### src/rtl/multi_timer_if.sv
// Register port bundle for multi_timer.
// The slave acks one cycle after req and returns rdata with that ack.
interface multi_timer_if #(
  parameter int XLEN      = 32,
  parameter int AddrWidth = 6
);
  logic                 req;
  logic                 we;
  logic [AddrWidth-1:0] addr;
  logic [XLEN-1:0]      wdata;
  logic [XLEN-1:0]      rdata;
  logic                 ack;

  modport master (
    output req, we, addr, wdata,
    input  rdata, ack
  );

  modport slave (
    input  req, we, addr, wdata,
    output rdata, ack
  );
endinterface

### src/rtl/multi_timer.sv
// Machine timer: prescaled free-running counter with NumCmp
// one-shot/periodic compare channels, sticky pending and irq enables.
module multi_timer #(
  parameter int CountWidth    = 64,
  parameter int XLEN          = 32,
  parameter int NumCmp        = 4,
  parameter int PrescaleWidth = 16,
  parameter int AddrWidth     = 6
) (
  input  logic              clk,
  input  logic              rst,
  multi_timer_if.slave      bus,
  input  logic              debug,
  output logic [NumCmp-1:0] irq,
  output logic              irq_any
);

  localparam int EW = 2 * XLEN;
  typedef logic [CountWidth-1:0] cnt_t;

  cnt_t                     time_q, time_d;
  logic [EW-1:0]            time_ext;
  logic [PrescaleWidth-1:0] pcnt_q, pcnt_d, pre_q;
  logic                     en_q, sid_q;
  logic [NumCmp-1:0]        pend_q, pend_d, ena_q, prd_q;
  logic [NumCmp-1:0]        match, w1c;
  cnt_t                     cmp_q [NumCmp];
  cnt_t                     cmp_d [NumCmp];
  logic [XLEN-1:0]          per_q [NumCmp];
  logic [XLEN-1:0]          rd_val;
  logic [AddrWidth-1:0]     a;
  logic [5:0]               sys_sel, sys_wr;
  logic                     wr, run, tick;

  function automatic logic [AddrWidth-1:0] ch_addr(int ch, int k);
    return AddrWidth'(8 + 4 * ch + k);
  endfunction

  assign a        = bus.addr;
  assign wr       = bus.req && bus.we;
  assign sys_sel  = (a < AddrWidth'(8)) ? 6'(1) << a[2:0] : 6'h0;
  assign sys_wr   = wr ? sys_sel : 6'h0;
  assign time_ext = EW'(time_q);
  assign run      = en_q && !(debug && sid_q);
  assign tick     = run && (pcnt_q == '0);
  assign irq      = pend_q & ena_q;
  assign irq_any  = |irq;

  // Software writes to either time half suppress the tick.
  always_comb begin
    logic [EW-1:0] t;
    t      = time_ext;
    time_d = time_q;
    if (sys_wr[0]) begin
      t[XLEN-1:0] = bus.wdata;
      time_d      = cnt_t'(t);
    end else if (sys_wr[1]) begin
      t[EW-1:XLEN] = bus.wdata;
      time_d       = cnt_t'(t);
    end else if (tick) begin
      time_d = time_q + cnt_t'(1);
    end
  end

  always_comb begin
    pcnt_d = pcnt_q;
    if (sys_wr[2])
      pcnt_d = bus.wdata[PrescaleWidth-1:0];
    else if (run)
      pcnt_d = (pcnt_q == '0) ? pre_q
                              : pcnt_q - PrescaleWidth'(1);
  end

  // Reload first, then let a software write override its half.
  always_comb begin
    logic [EW-1:0] c;
    match = '0;
    for (int i = 0; i < NumCmp; i++) begin
      match[i] = time_q >= cmp_q[i];
      c = EW'(cmp_q[i]);
      if (match[i] && prd_q[i])
        c = EW'(cmp_q[i] + cnt_t'(per_q[i]));
      if (wr && a == ch_addr(i, 0))
        c[XLEN-1:0] = bus.wdata;
      if (wr && a == ch_addr(i, 1))
        c[EW-1:XLEN] = bus.wdata;
      cmp_d[i] = cnt_t'(c);
    end
    w1c    = sys_wr[4] ? bus.wdata[NumCmp-1:0] : '0;
    pend_d = (pend_q & ~w1c) | match;
  end

  always_comb begin
    logic [EW-1:0] ce;
    rd_val = '0;
    unique case (1'b1)
      sys_sel[0]: rd_val = time_ext[XLEN-1:0];
      sys_sel[1]: rd_val = time_ext[EW-1:XLEN];
      sys_sel[2]: rd_val = XLEN'(pre_q);
      sys_sel[3]: rd_val = XLEN'({sid_q, en_q});
      sys_sel[4]: rd_val = XLEN'(pend_q);
      sys_sel[5]: rd_val = XLEN'(ena_q);
      default: ;
    endcase
    for (int i = 0; i < NumCmp; i++) begin
      ce = EW'(cmp_q[i]);
      if (a == ch_addr(i, 0)) rd_val = ce[XLEN-1:0];
      if (a == ch_addr(i, 1)) rd_val = ce[EW-1:XLEN];
      if (a == ch_addr(i, 2)) rd_val = per_q[i];
      if (a == ch_addr(i, 3)) rd_val = XLEN'(prd_q[i]);
    end
  end

  always_ff @(posedge clk or posedge rst) begin
    if (rst) begin
      time_q    <= '0;
      pcnt_q    <= '0;
      pre_q     <= '0;
      en_q      <= 1'b1;
      sid_q     <= 1'b0;
      pend_q    <= '0;
      ena_q     <= '0;
      prd_q     <= '0;
      bus.ack   <= 1'b0;
      bus.rdata <= '0;
      for (int i = 0; i < NumCmp; i++) begin
        cmp_q[i] <= '1;
        per_q[i] <= '0;
      end
    end else begin
      time_q    <= time_d;
      pcnt_q    <= pcnt_d;
      pend_q    <= pend_d;
      bus.ack   <= bus.req;
      bus.rdata <= (bus.req && !bus.we) ? rd_val : '0;
      if (sys_wr[2]) pre_q <= bus.wdata[PrescaleWidth-1:0];
      if (sys_wr[3]) begin
        en_q  <= bus.wdata[0];
        sid_q <= bus.wdata[1];
      end
      if (sys_wr[5]) ena_q <= bus.wdata[NumCmp-1:0];
      for (int i = 0; i < NumCmp; i++) begin
        cmp_q[i] <= cmp_d[i];
        if (wr && a == ch_addr(i, 2)) per_q[i] <= bus.wdata;
        if (wr && a == ch_addr(i, 3)) prd_q[i] <= bus.wdata[0];
      end
    end
  end

endmodule
### src/flat_wrapper.sv
// flat-port wrapper written by rule: the top's interface ports become plain ports
module multi_timer_flat 
#(
  parameter int CountWidth    = 64,
  parameter int XLEN          = 32,
  parameter int NumCmp        = 4,
  parameter int PrescaleWidth = 16,
  parameter int AddrWidth     = 6
)
  (clk, rst, debug, irq, irq_any, bus_req, bus_we, bus_addr, bus_wdata, bus_rdata, bus_ack);
  multi_timer_if #(.XLEN(XLEN), .AddrWidth(AddrWidth)) bus_i ();
  input  logic clk;
  input  logic rst;
  input  logic debug;
  output logic [NumCmp-1:0] irq;
  output logic irq_any;
  input wire logic [$bits(bus_i.req)-1:0] bus_req;
  input wire logic [$bits(bus_i.we)-1:0] bus_we;
  input wire logic [$bits(bus_i.addr)-1:0] bus_addr;
  input wire logic [$bits(bus_i.wdata)-1:0] bus_wdata;
  output wire logic [$bits(bus_i.rdata)-1:0] bus_rdata;
  output wire logic [$bits(bus_i.ack)-1:0] bus_ack;
  assign bus_i.req = bus_req;
  assign bus_i.we = bus_we;
  assign bus_i.addr = bus_addr;
  assign bus_i.wdata = bus_wdata;
  assign bus_rdata = bus_i.rdata;
  assign bus_ack = bus_i.ack;
  multi_timer #(.CountWidth(CountWidth), .XLEN(XLEN), .NumCmp(NumCmp), .PrescaleWidth(PrescaleWidth), .AddrWidth(AddrWidth)) u_core (.clk(clk), .rst(rst), .bus(bus_i), .debug(debug), .irq(irq), .irq_any(irq_any));
endmodule
### config.mk
export PLATFORM = sky130hd
export DESIGN_NAME = multi_timer_flat
export DESIGN_NICKNAME = d
export VERILOG_FILES = /design/src/rtl/multi_timer_if.sv /design/src/rtl/multi_timer.sv /design/src/flat_wrapper.sv
export SDC_FILE = /design/constraint.sdc
export NUM_CORES = 2
export LEC_CHECK = 0
export CORE_ASPECT_RATIO = 1.2
export CORE_MARGIN = 4
export CORE_UTILIZATION = 45
export CTS_CLUSTER_DIAMETER = 120
export DETAILED_ROUTE_END_ITERATION = 10
export GPL_TIMING_DRIVEN = 0
export SETUP_SLACK_MARGIN = 0.05
export SYNTH_ARGS = -nofsm -noshare
export SYNTH_HDL_FRONTEND = slang
export SYNTH_SLANG_ARGS = --single-unit
export TNS_END_PERCENT = 20
### constraint.sdc
create_clock -name clk -period 24 [get_ports clk]
set_input_delay 3.6 -clock clk [delete_from_list [all_inputs] [get_ports clk]]
set_output_delay 3.6 -clock clk [all_outputs]
set_load 0.005 [all_outputs]
==> flow_summary.toml <==
[placement]
gp_congestion = 1.017
io_buffer_count = 77
dp_hpwl_um = 159800
place_area_um2 = 43630

[synthesis]
postSynthAreaPerCell_um2 = 8.359
synth_top_area_share_pct = 16.41
synth_area_leader_cell = "dfrtp_1"
ys_ff_latch = 527
ys_types = 98
async_flop_share_pct = 100.0
syn_inst = 4925
ys_warn_count = 0
synth_area_um2 = 41170
synth_area_leaders = "dfrtp_1, dfstp_2, ha_1, a21oi_1, o21ai_0"
synthesis.nets = 5359
synth_edf_count = 0
yosysSeqAreaShare_pct = 32.82
ys.flop_type = "dfrtp_1"

[status]
violations = "max-capacitance violations, max-slew violations"
status = "finished, violations left"

[worst_setup_path]
worstReg2RegStart = "u_core.time_ext[16]"
path_buf_inv = 6
cp-end-kind = "flip-flop"
critPathMaxFanout = 10
crit_family = "buffers and inverters"
cpMostUsedCell = "clkbuf_1"
arrival_ps = 9220
r2r-end = "u_core.cmp_q[168]"
max_stage_delay_ps = 860
r2r_setup_slack_ps = 18040
rr_worst_depth = 12
crit_path_start_kind = "input port"
crit_path_start = "bus_addr[1]"
cp.required_ps = 24420
cpMaxStageDelayCell = "buf_1"
path_class = "input port to flip-flop"
cp_cell_sequence = "clkdlybuf4s50_1 -> clkbuf_1 -> buf_1 -> clkbuf_1 -> clkbuf_1 -> buf_1 -> a32oi_1 -> a21oi_1"

[drt]
routed_wirelength_um = 206100
initialDrtViolationCount = 5456
ant_nets = 0
dr.pass1.iters = 6
vias = 41843
wl_per_cell_um = 32.66
drc = 0
vias_per_cell = 6.632

[floorplanning]
start_util_pct = 45.39
rows = 121
die_y_um = 339.3
die_width_um = 284.1
io-pin-count = 81
coreArea_um2 = 90690
die-area_um2 = 96400

[layout]
layout_common_cells = "nand2_1, a21oi_1, nor2_1"
drive_gt1_share_pct = 11.49
layout_commonest_cell = "nand2_1"
utilization_pct = 50.67
fin_area_um2 = 45950
syn2layout_area_growth_pct = 11.62
layout.nets = 5514

[global_route]
grt_usage_pct = 41.23
grt_start_max_net_pins = 114
antenna_found_initial = 8
grt_pass1_wl_um = 287800
overflow = 0
grt_pass1_vias = 38410

[clocking]
clk_latency_ps = 650
cts_tree = "done"
hold_buffers = 0
cts_setup_buffers = 0
root_buffer = "clkbuf_16"
clk_pin_slew_worst_paths_ps = 60
clk_path_buf_depth = 3
cts_made_buffers = 67
ctsResizeCount = 0
cts-htree-levels = 3
clkSinkCount = 527

[min_path]
min_path_cells = 2
hp-start = "u_core.cmp_q[122]"
hold_path_end = "u_core.cmp_q[122]"
min_path_type = "flip-flop to flip-flop"

[timing]
final-setup-viol-count = 0
rsz0062_at_grt = "false"
worstMarginPinSlew_ps = 1581
finalCritPeriodShare_pct = 36.64
slew_violations = 33
slew_headroom_pct = -5.397
skew_ps = 30.64
finalHoldViolCount = 0
layout_min_cycle_time_ps = 8794
max_freq_mhz = 113.7

[pwr]
seqPwrFrac_pct = 36.8
switching_share_pct = 37.50
p_leak_uw = 0.02146
p_sw_uw = 1220
cellInternalPower_uw = 2033
power-per-cell-area_nw_per_um2 = 70.81
comb_power_share_pct = 29.3
p_clk_share_pct = 33.9
vdd_drop_max_v = 0.00006384
power_uw = 3254

[run]
max_cap_viol_count = 3
metrics by stage:
step	setup WS (ps)	hold WS [ps]	instances	TNS, ps
2_1_floorplan	6100	449.9	4925	0
3_3_place_gp	-1979	502.6	6170	-507800
3_5_place_dp	15090	504.0	6179	0
4_1_cts	15720	517.2	6303	0
5_1_grt	15650	561.1	6303	0
6_report	15210	522.3	6309	0
power groups by stage:
| stage | logic [µW] | registers [µW] | clock network (µW) |
|---|---|---|---|
| after CTS | 925 | 1190 | 1110 |
| final | 952 | 1200 | 1100 |
| after global routing | 1040 | 1200 | 1140 |
| after detailed placement | 917 | 1200 | 0 |
| after global placement | 906 | 1200 | 0 |
| after floorplan | 667 | 1110 | 0 |
synthesized netlist by cell type (35+ instances only):
cell      instances
mux2i_1          72
a22oi_1          37
nor2_1          462
or3_1            35
dfrtp_1         270
nand4_1          74
and3_1           49
mux2_2          138
clkbuf_1        214
xor2_1           62
o22ai_1          73
a221oi_1         53
a211oi_1         40
xnor2_1         184
nand2_1         468
a21oi_1         463
a31oi_1          63
nor3_1           83
a21o_1          103
nand3_1         128
o21ai_0         431
ha_1            387
dfstp_2         257
inv_1           317
o21a_1           36
cell type report:
cell class | instances | area (µm²)
Buffer | 253 | 1016
Fill cell | 8869 | 44740
Multi-Input combinational cell | 3828 | 25490
Clock buffer | 101 | 1997
Inverter | 317 | 1197
Timing Repair Buffer | 86 | 960.9
Sequential cell | 527 | 13510
Antenna cell | 6 | 15.01
Tap cell | 1168 | 1461
Clock inverter | 23 | 307.8
worst reg2reg max path: cells and delay by family, from the launching register on:
kind                       cells  cell delay (ps)
AOI/OAI and AO/OA              6             2370
and+or+nand+nor                3             1390
DFF                            1              750
buffers and inverters          1              680
adders and majority gates      1              520
xor gates and xnor gates       1              170
flip-flops by register name, summed over array words and instances (netlist names), 4 cells and up:
register          count
u_core.bus.rdata     32
u_core.cmp_q        256
u_core.ena_q          4
u_core.pcnt_q        16
u_core.pend_q         4
u_core.per_q        128
u_core.prd_q          4
u_core.pre_q         16
u_core.time_ext      64
worst max path at each step:
stage / to / slack (ps) / cells past startpoint
final: u_core.bus.rdata[0] / 15210 / 8
after detailed placement: u_core.bus.rdata[0] / 15090 / 8
after global routing: u_core.bus.rdata[0] / 15650 / 8
after floorplan: u_core.bus.ack / 6100 / 1
after CTS: u_core.bus.rdata[0] / 15720 / 8
after global placement: u_core.per_q[8] / -1980 / 2
kinds of logic (layout without fill, tap and decap cells):
logic type      Yosys count  count (layout)  share of synthesized area [%]
buf+inv                 570             780                          5.331
simple gates           1465            1465                          16.46
flops                   527             527                          32.82
mux                     210             210                          5.526
fa+ha+maj               391             391                          11.96
xor+xnor                246             246                          5.234
other cells               0               6                              0
compound gates         1516            1516                          22.68
layer usage:
metal / up-vias / track usage, % / wire, µm / part of all wire [%]
li1: 18085 / - / - / -
met1: 20478 / 56.11 / 84080 / 41
met2: 2626 / 59.42 / 84060 / 41
met3: 646 / 8.798 / 21280 / 10
met4: 8 / 26.22 / 16590 / 8.0
met5: - / 0 / 53 / 0.026
Note: power is estimated with default switching activity, not from simulation.
